`config.mk`:
```
export PLATFORM = sky130hd
export DESIGN_NAME = vend_controller
export DESIGN_NICKNAME = d
export VERILOG_FILES = /design/src/rtl/vend_controller.sv
export SDC_FILE = /design/constraint.sdc
export NUM_CORES = 1
export LEC_CHECK = 0
export ABC_AREA = 1
export ABC_CLOCK_PERIOD_IN_PS = 5100
export CAP_MARGIN = 20
export CORE_MARGIN = 4
export CORE_UTILIZATION = 25
export CTS_BUF_LIST = sky130_fd_sc_hd__clkbuf_2 sky130_fd_sc_hd__clkbuf_4 sky130_fd_sc_hd__clkbuf_8
export DETAILED_ROUTE_END_ITERATION = 16
export PLACE_DENSITY = 0.52
export SETUP_SLACK_MARGIN = 0.2
export SYNTH_ARGS = -nofsm -noshare
export SYNTH_HDL_FRONTEND = slang
export SYNTH_SLANG_ARGS = --single-unit
```
`constraint.sdc`:
```
create_clock -name clk -period 5.1 [get_ports clk]
set_clock_uncertainty 0.2 [all_clocks]
set_input_delay 1.02 -clock clk [delete_from_list [all_inputs] [get_ports clk]]
set_output_delay 1.02 -clock clk [all_outputs]
set_load 0.05 [all_outputs]
```
`src/rtl/vend_controller.sv`:
```
//------------------------------------------------------------------------------
// vend_controller : coin-credit vending FSM with per-slot price/stock tables
// Revision: 1.0
//------------------------------------------------------------------------------
`default_nettype none
`timescale 1ns/1ps

module vend_controller #(
   parameter int NUM_SLOTS   = 8,
   parameter int STOCK_W     = 5,
   parameter int INIT_STOCK  = 10,
   parameter int LOW_THRESH  = 5,
   parameter int MAX_CREDIT  = 20000,
   parameter int TIMEOUT_CYC = 255,
   parameter int SID_W       = $clog2(NUM_SLOTS)
) (
   input  logic               clk,
   input  logic               reset,
   input  logic               coin_valid,
   input  logic [1:0]         coin_type,
   input  logic               sel_valid,
   input  logic [SID_W-1:0]   sel_id,
   input  logic               cancel,
   input  logic               price_wr_en,
   input  logic [SID_W-1:0]   price_wr_id,
   input  logic [15:0]        price_wr_data,
   input  logic               restock_valid,
   input  logic [SID_W-1:0]   restock_id,
   input  logic [STOCK_W-1:0] restock_qty,
   input  logic               dispense_ready,
   input  logic               change_ready,
   output logic [1:0]         state,
   output logic [15:0]        credit,
   output logic               dispense_valid,
   output logic [SID_W-1:0]   dispense_id,
   output logic               change_valid,
   output logic [15:0]        change_amount,
   output logic [STOCK_W-1:0] stock_level,
   output logic               low_stock,
   output logic               coin_reject,
   output logic               err_sold_out,
   output logic               err_funds,
   output logic               timeout,
   output logic [15:0]        sales_count
);

   localparam int DEPTH = 1 << SID_W;
   localparam int TMO_W = (TIMEOUT_CYC < 2) ? 1 : $clog2(TIMEOUT_CYC + 1);

   localparam logic [1:0] S_IDLE   = 2'b00;
   localparam logic [1:0] S_CREDIT = 2'b01;
   localparam logic [1:0] S_VEND   = 2'b10;
   localparam logic [1:0] S_CHANGE = 2'b11;

   localparam logic [SID_W:0]   C_NSLOTS   = (SID_W + 1)'(NUM_SLOTS);
   localparam logic [16:0]      C_MAX_CR   = 17'(MAX_CREDIT);
   localparam logic [TMO_W-1:0] C_TMO_LAST = TMO_W'(TIMEOUT_CYC - 1);
   localparam logic [31:0]      C_LOW      = 32'(LOW_THRESH);

   logic [1:0]         state_q, state_d;
   logic [15:0]        credit_q, credit_d;
   logic [15:0]        sales_q, sales_d;
   logic [SID_W-1:0]   disp_id_q, disp_id_d;
   logic [TMO_W-1:0]   tmo_cnt_q, tmo_cnt_d;
   logic               coin_reject_q, coin_reject_d;
   logic               err_sold_out_q, err_sold_out_d;
   logic               err_funds_q, err_funds_d;
   logic               timeout_q, timeout_d;
   logic [STOCK_W-1:0] stock_q [DEPTH];
   logic [STOCK_W-1:0] stock_d [DEPTH];
   logic [15:0]        price_q [DEPTH];
   logic [15:0]        price_d [DEPTH];

   logic [15:0]        coin_val;
   logic [16:0]        credit_sum;
   logic               coin_fits;
   logic               sel_id_ok;
   logic [STOCK_W-1:0] sel_stock;
   logic [15:0]        sel_price;
   logic [STOCK_W:0]   restock_sum;

   always_comb begin
      coin_val = 16'd500;
      case (coin_type)
         2'b00:   coin_val = 16'd500;
         2'b01:   coin_val = 16'd1000;
         2'b10:   coin_val = 16'd2000;
         default: coin_val = 16'd5000;
      endcase
   end

   assign credit_sum  = {1'b0, credit_q} + {1'b0, coin_val};
   assign coin_fits   = (credit_sum <= C_MAX_CR);
   assign sel_id_ok   = ({1'b0, sel_id} < C_NSLOTS);
   assign sel_stock   = stock_q[sel_id];
   assign sel_price   = price_q[sel_id];
   assign restock_sum = {1'b0, stock_q[restock_id]} + {1'b0, restock_qty};

   // State register and all datapath flops; slots past NUM_SLOTS stay empty.
   always_ff @(posedge clk) begin
      if (reset) begin
         state_q        <= S_IDLE;
         credit_q       <= '0;
         sales_q        <= '0;
         disp_id_q      <= '0;
         tmo_cnt_q      <= '0;
         coin_reject_q  <= 1'b0;
         err_sold_out_q <= 1'b0;
         err_funds_q    <= 1'b0;
         timeout_q      <= 1'b0;
         for (int i = 0; i < DEPTH; i++) begin
            stock_q[i] <= (i < NUM_SLOTS) ? STOCK_W'(INIT_STOCK) : '0;
            price_q[i] <= (i < NUM_SLOTS) ? 16'(500 * (i + 1)) : '0;
         end
      end else begin
         state_q        <= state_d;
         credit_q       <= credit_d;
         sales_q        <= sales_d;
         disp_id_q      <= disp_id_d;
         tmo_cnt_q      <= tmo_cnt_d;
         coin_reject_q  <= coin_reject_d;
         err_sold_out_q <= err_sold_out_d;
         err_funds_q    <= err_funds_d;
         timeout_q      <= timeout_d;
         stock_q        <= stock_d;
         price_q        <= price_d;
      end
   end

   // Next-state and datapath update; the timeout counter only runs on idle CREDIT cycles.
   always_comb begin
      state_d        = state_q;
      credit_d       = credit_q;
      sales_d        = sales_q;
      disp_id_d      = disp_id_q;
      tmo_cnt_d      = '0;
      coin_reject_d  = 1'b0;
      err_sold_out_d = 1'b0;
      err_funds_d    = 1'b0;
      timeout_d      = 1'b0;
      stock_d        = stock_q;
      price_d        = price_q;

      case (state_q)
         S_IDLE: begin
            if (coin_valid) begin
               if (coin_fits) begin
                  credit_d = credit_sum[15:0];
                  state_d  = S_CREDIT;
               end else begin
                  coin_reject_d = 1'b1;
               end
            end
            if (price_wr_en && ({1'b0, price_wr_id} < C_NSLOTS)) begin
               price_d[price_wr_id] = price_wr_data;
            end
            if (restock_valid && ({1'b0, restock_id} < C_NSLOTS)) begin
               stock_d[restock_id] = restock_sum[STOCK_W] ? {STOCK_W{1'b1}}
                                                          : restock_sum[STOCK_W-1:0];
            end
         end
         S_CREDIT: begin
            if (cancel) begin
               state_d = S_CHANGE;
            end else if (coin_valid) begin
               if (coin_fits) begin
                  credit_d = credit_sum[15:0];
               end else begin
                  coin_reject_d = 1'b1;
               end
            end else if (sel_valid) begin
               if (!sel_id_ok || (sel_stock == '0)) begin
                  err_sold_out_d = 1'b1;
               end else if (credit_q < sel_price) begin
                  err_funds_d = 1'b1;
               end else begin
                  credit_d         = credit_q - sel_price;
                  stock_d[sel_id]  = sel_stock - 1'b1;
                  sales_d          = (sales_q == 16'hFFFF) ? sales_q : sales_q + 16'd1;
                  disp_id_d        = sel_id;
                  state_d          = S_VEND;
               end
            end else if (tmo_cnt_q == C_TMO_LAST) begin
               timeout_d = 1'b1;
               state_d   = S_CHANGE;
            end else begin
               tmo_cnt_d = tmo_cnt_q + 1'b1;
            end
         end
         S_VEND: begin
            coin_reject_d = coin_valid;
            if (dispense_ready) begin
               state_d = (credit_q != '0) ? S_CHANGE : S_IDLE;
            end
         end
         default: begin
            coin_reject_d = coin_valid;
            if (change_ready) begin
               credit_d = '0;
               state_d  = S_IDLE;
            end
         end
      endcase
   end

   always_comb begin
      state          = state_q;
      credit         = credit_q;
      dispense_valid = (state_q == S_VEND);
      dispense_id    = disp_id_q;
      change_valid   = (state_q == S_CHANGE);
      change_amount  = (state_q == S_CHANGE) ? credit_q : 16'd0;
      stock_level    = sel_stock;
      low_stock      = ({{(32 - STOCK_W){1'b0}}, sel_stock} < C_LOW);
      coin_reject    = coin_reject_q;
      err_sold_out   = err_sold_out_q;
      err_funds      = err_funds_q;
      timeout        = timeout_q;
      sales_count    = sales_q;
   end

endmodule

`default_nettype wire

```
== Yosys cells after proc, flatten, opt, wreduce, memory -nomap -nowiden ==
Index checks and enable logic that the tools add are counted.

* Input bits: 41
* Word-level logic and storage cells: 150
* Register bits after elaboration: 217
* Output and inout port bits: 65

* Magnitude comparators: 9
* Add/sub/neg operators: 6
* Eq/ne operators: 23
* Multiplexer cells: 56
* Reduce and logical (&&, ||, !) cells: 20
* Bitwise logic cells: 11

{| class="wikitable"
|+ Operators by type and width
! cell !! number
|-
| $mux W40 || 6
|-
| $mux W16 || 12
|-
| $bwmux W128 || 1
|-
| $bwmux W40 || 2
|-
| $pmux W40 S2 || 1
|-
| $bmux W16 S3 || 1
|-
| $demux W16 S3 || 1
|-
| $pmux W16 S3 || 1
|-
| $pmux W13 S3 || 1
|-
| $mux W5 || 7
|-
| $bmux W5 S3 || 2
|-
| $demux W5 S3 || 2
|-
| $mux W2 || 11
|-
| $reduce_and A7 Y1 || 3
|-
| $ne A2 B2 Y1 const B || 9
|-
| $add A16 B16 Y17 || 1
|-
| $le A17 B15 Y1 const B || 1
|-
| $add A16 B1 Y16 const B || 1
|-
| $eq A16 B16 Y1 const B || 1
|-
| $lt A16 B16 Y1 || 1
|-
| $reduce_bool A16 Y1 || 1
|-
| $sub A16 B16 Y16 || 1
|-
| $ge A4 B4 Y1 const B || 3
|-
| $lt A4 B1 Y1 const B || 3
|-
| 25 further kinds || 52
|}

== Depth between registers and ports, before layout ==
* Depth in word-level cells: 12
* Depth in mapped cells: 26
* Depth with buffers taken out: 25

== Least setup slack after synthesis ==
No wires, ideal clock.

* Path type: in2out
* From: input port sel_id[0]
* To: output port low_stock
* Path slack: 0.769 ns
* Path buffers: 1
* Arrival: 3.111 ns
* Required time: 3.880 ns
* Cell stages on the path: 8
* Cells stage by stage: buf_6 -> nand3_1 -> clkinv_1 -> a211oi_1 -> nand2_1 -> inv_1 -> nand2_1 -> a21oi_1

* Cells in the longest elaborated chain, start to end: 5

{| class="wikitable"
|+ RTL lines
! element !! RTL line !! source
|-
| start, declared || 22 || <nowiki>input logic [SID_W-1:0] sel_id,</nowiki>
|-
| $not A3 Y4 (implied by the code) || 95 || <nowiki>assign sel_stock = stock_q[sel_id];</nowiki>
|-
| $bmux W5 S3 || 95 ||
|-
| $mux W5 (implied by the code) (2 in series) || 95 ||
|-
| net stock_level[1] || 38 || <nowiki>output logic [STOCK_W-1:0] stock_level,</nowiki>
|-
| $lt A5 B3 Y1 || 214 || <nowiki>low_stock = ({{(32 - STOCK_W){1'b0}}, sel_stock} < C_LOW);</nowiki>
|-
| end, declared || 39 || <nowiki>output logic low_stock,</nowiki>
|}

The timed path passes the listed nets, and every way through them passes these cells. The select of a mux whose other input is x is not followed.

== Worst setup path in the final report ==
* From: input port sel_id[2]
* To: output port low_stock

* Cells in the longest elaborated chain, start to end: 5

{| class="wikitable"
|+ RTL lines
! element !! RTL line
|-
| $not A3 Y4 (implied by the code) || 95
|-
| $bmux W5 S3 || 95
|-
| $mux W5 (implied by the code) (2 in series) || 95
|-
| $lt A5 B3 Y1 || 214
|}

Every way passes these cells. The select of a mux whose other input is x is not followed.

==> impl_metrics.py <==
metrics = {
    "status": {
        "status": "finished clean",
    },
    "logic_synthesis": {
        "async_flop_share_pct": 0,
        "syn_area_per_cell_um2": 6.755,
        "seq_area_frac_synth_pct": 35.26,
        "synth_edf_count": 0,
        "syn_area_mm2": 0.01232,
        "synth_top_area_share_pct": 35.26,
        "synth_largest_area_cell": "dfxtp_1",
        "yosys-top-cells-count": "368 x nand2_1, 244 x nor2_1, 217 x dfxtp_1",
        "yosysUniqueCellTypes": 56,
        "yosysMostFrequentCell": "nand2_1",
        "synthTopCellsByArea": "dfxtp_1 35%, nand2_1 11%, nor2_1 7.4%",
        "ys_warn_count": 0,
        "syn_nets": 1901,
        "synthCells": 1824,
        "synth-seq-cells": 217,
        "synth_flop_cell": "dfxtp_1",
    },
    "setup_path": {
        "reg2reg_depth": 14,
        "cp-start-kind": "primary input",
        "r2r_end": "stock_q[3]",
        "crit_path_end_kind": "output pin",
        "reg2reg_slack_ns": 1.55,
        "cp_max_fo": 6,
        "cp_data_arrival_time_ns": 3.49,
        "crit_required_ns": 3.88,
        "critPathKind": "primary input to output pin",
        "regToRegStartpoint": "stock_q[37]",
    },
    "timing": {
        "finalCritPeriodShare_pct": 92.31,
        "final_max_slew_viol_count": 0,
        "hold_viol_final": 0,
        "finalCriticalPeriod_ns": 4.708,
        "layout_setup_ws_ns": 0.3923,
        "setup_viol": 0,
        "fmax_mhz": 212.4,
        "rsz0062_at_grt": "no",
        "relSlewSlack_pct": 20.02,
        "worstMarginPinSlew_ns": 1.191,
    },
    "floorplan": {
        "ios": 106,
        "initial_core_util_pct": 25.22,
        "fp.dieW_um": 230.0,
        "core_area_mm2": 0.04885,
        "die_area_mm2": 0.05290,
        "rows": 81,
        "die_h_um": 230.0,
    },
    "clock_tree": {
        "clkTransAtPathRegs_ns": 0.06,
        "cts_max_level": 2,
        "clkSinkCount": 217,
        "cts-root-buf": "clkbuf_8",
        "cts_resized": 0,
        "numCtsBuffers": 42,
        "postCtsSetupBuffers": 0,
        "clockBufferDepth": 3,
        "cts_tree": "built",
        "insertion_delay_ns": 0.55,
        "ctsHoldBuffers": 0,
    },
    "placed_design": {
        "numPlacedInstances": 2609,
        "place_area_mm2": 0.01462,
        "hpwlAfterDp_um": 32240,
        "pre_cts_ws_ns": -0.09309,
        "portBuffers": 105,
        "gp_congestion": 0.9368,
    },
    "route": {
        "wl_um": 45630,
        "dr.pass1.iters": 5,
        "drt_iter0_markers": 1056,
        "viasPerCell": 4.865,
        "antenna_left": 0,
        "route.detailed.drc": 0,
        "vias": 13030,
        "post_drt_wl_per_cell_um": 17.03,
    },
    "hold_path": {
        "hold_path.class": "flip-flop to flip-flop",
        "worst_hold_path.num_cells": 2,
        "whs_endpoint": "price_q[32]",
        "worstHoldStart": "price_q[32]",
    },
    "grt": {
        "grt_max_degree": 121,
        "overflow": 0,
        "antenna_found_initial": 1,
        "grt_pass1_vias": 12550,
        "grt_pass1_wl_um": 71100,
        "grtUsageTotal_pct": 16.58,
    },
    "pwr": {
        "total_power_mw": 6.641,
        "power.density_mw_per_mm2": 429.1,
        "ir_worst_vdd_v": 0.0001443,
        "leakage_nw": 6.781,
    },
    "final_layout": {
        "final_cell_area_mm2": 0.01547,
        "drive_above_1_share_pct": 12.46,
        "fin_nets": 2066,
        "stdcell_count": 2679,
        "fill_cells": 5359,
        "areaGrowthSynthToFinish_pct": 25.60,
    },
    "run": {
        "cap_violations": 0,
    },
}
## stage by stage
step	utilization (%)	hold WS, ns	TNS [ns]
after CTS	31.65	0.2522	0
after detailed placement	29.92	0.2432	-1.500
after global routing	31.68	0.2801	0
final	31.68	0.2519	0
after global placement	29.92	0.2381	-0.6730
after floorplan	-	0.2246	0
## critical path: stages
cell and delay (ns):
clkdlybuf4s50_1 0.58, buf_4 0.24, nand3_2 0.11, inv_1 0.16
buf_4 0.23, a221oi_2 0.35, nand2_1 0.17, inv_1 0.14
nand2_1 0.06, a21oi_1 0.23, buf_12 0.18
## metal layers
metal | track usage, % | up-vias | wire length, um
met4 | 5.085 | 0 | 1227
met2 | 26.18 | 450 | 19910
met3 | 2.366 | 94 | 2646
met5 | 0 | - | 0
met1 | 23.43 | 6078 | 21850
li1 | - | 6412 | -
## where the power goes
part / switching, mW / total, mW / internal (mW)
Combinational: 1.86 / 2.86 / 1.00
Sequential: 0.163 / 2.02 / 1.85
Clock: 0.770 / 1.76 / 0.993
## kinds of logic after synthesis
logic type,count (synthesis),synth area share (%)
AO/OA/AOI/OAI,404,19.87
XOR/XNOR,15,1.066
adder cells (fa/ha/maj),36,3.839
buffers and inverters,306,9.881
flip-flops,217,35.26
AND/OR/NAND/NOR,846,30.08
## registers in the layout, summed over array words and instances, names as in the netlist, 2 cells and up
register     flops
tmo_cnt_q        8
price_q        128
credit          16
state            2
dispense_id      3
stock_q         40
sales_count     16
## final cells by class
type | count | area, um^2 | area share (%)
Antenna cell | 1 | 2.502 | 0.01617
Clock buffer | 62 | 790.8 | 5.110
Clock inverter | 7 | 51.30 | 0.3315
Inverter | 232 | 885.9 | 5.724
Multi-Input combinational cell | 1301 | 6770 | 43.75
Sequential cell | 217 | 4344 | 28.07
Tap cell | 664 | 830.8 | 5.369
Timing Repair Buffer | 195 | 1799 | 11.63
## placed cells by master (no fill, tap or decap), drive strengths merged, types with 68 or more instances in the layout
cell type and instances:
nand3 123, buf 96, nor2 253, inv 231, a21oi 115, clkdlybuf4s50 98
o22ai 68, o21ai 148, dfxtp 217, nand2 384
## worst max path at each step
stage,to,startpoint,depth (start not counted)
floorplan,low_stock,sel_id[0],8
global placement,stock_q[26],sel_id[1],21
detailed placement,sales_count[2],sel_id[0],23
CTS,low_stock,sel_id[2],11
global route,stock_q[11],sel_id[2],23
finish,low_stock,sel_id[2],11
No activity file was read; power rests on OpenSTA's default activity.
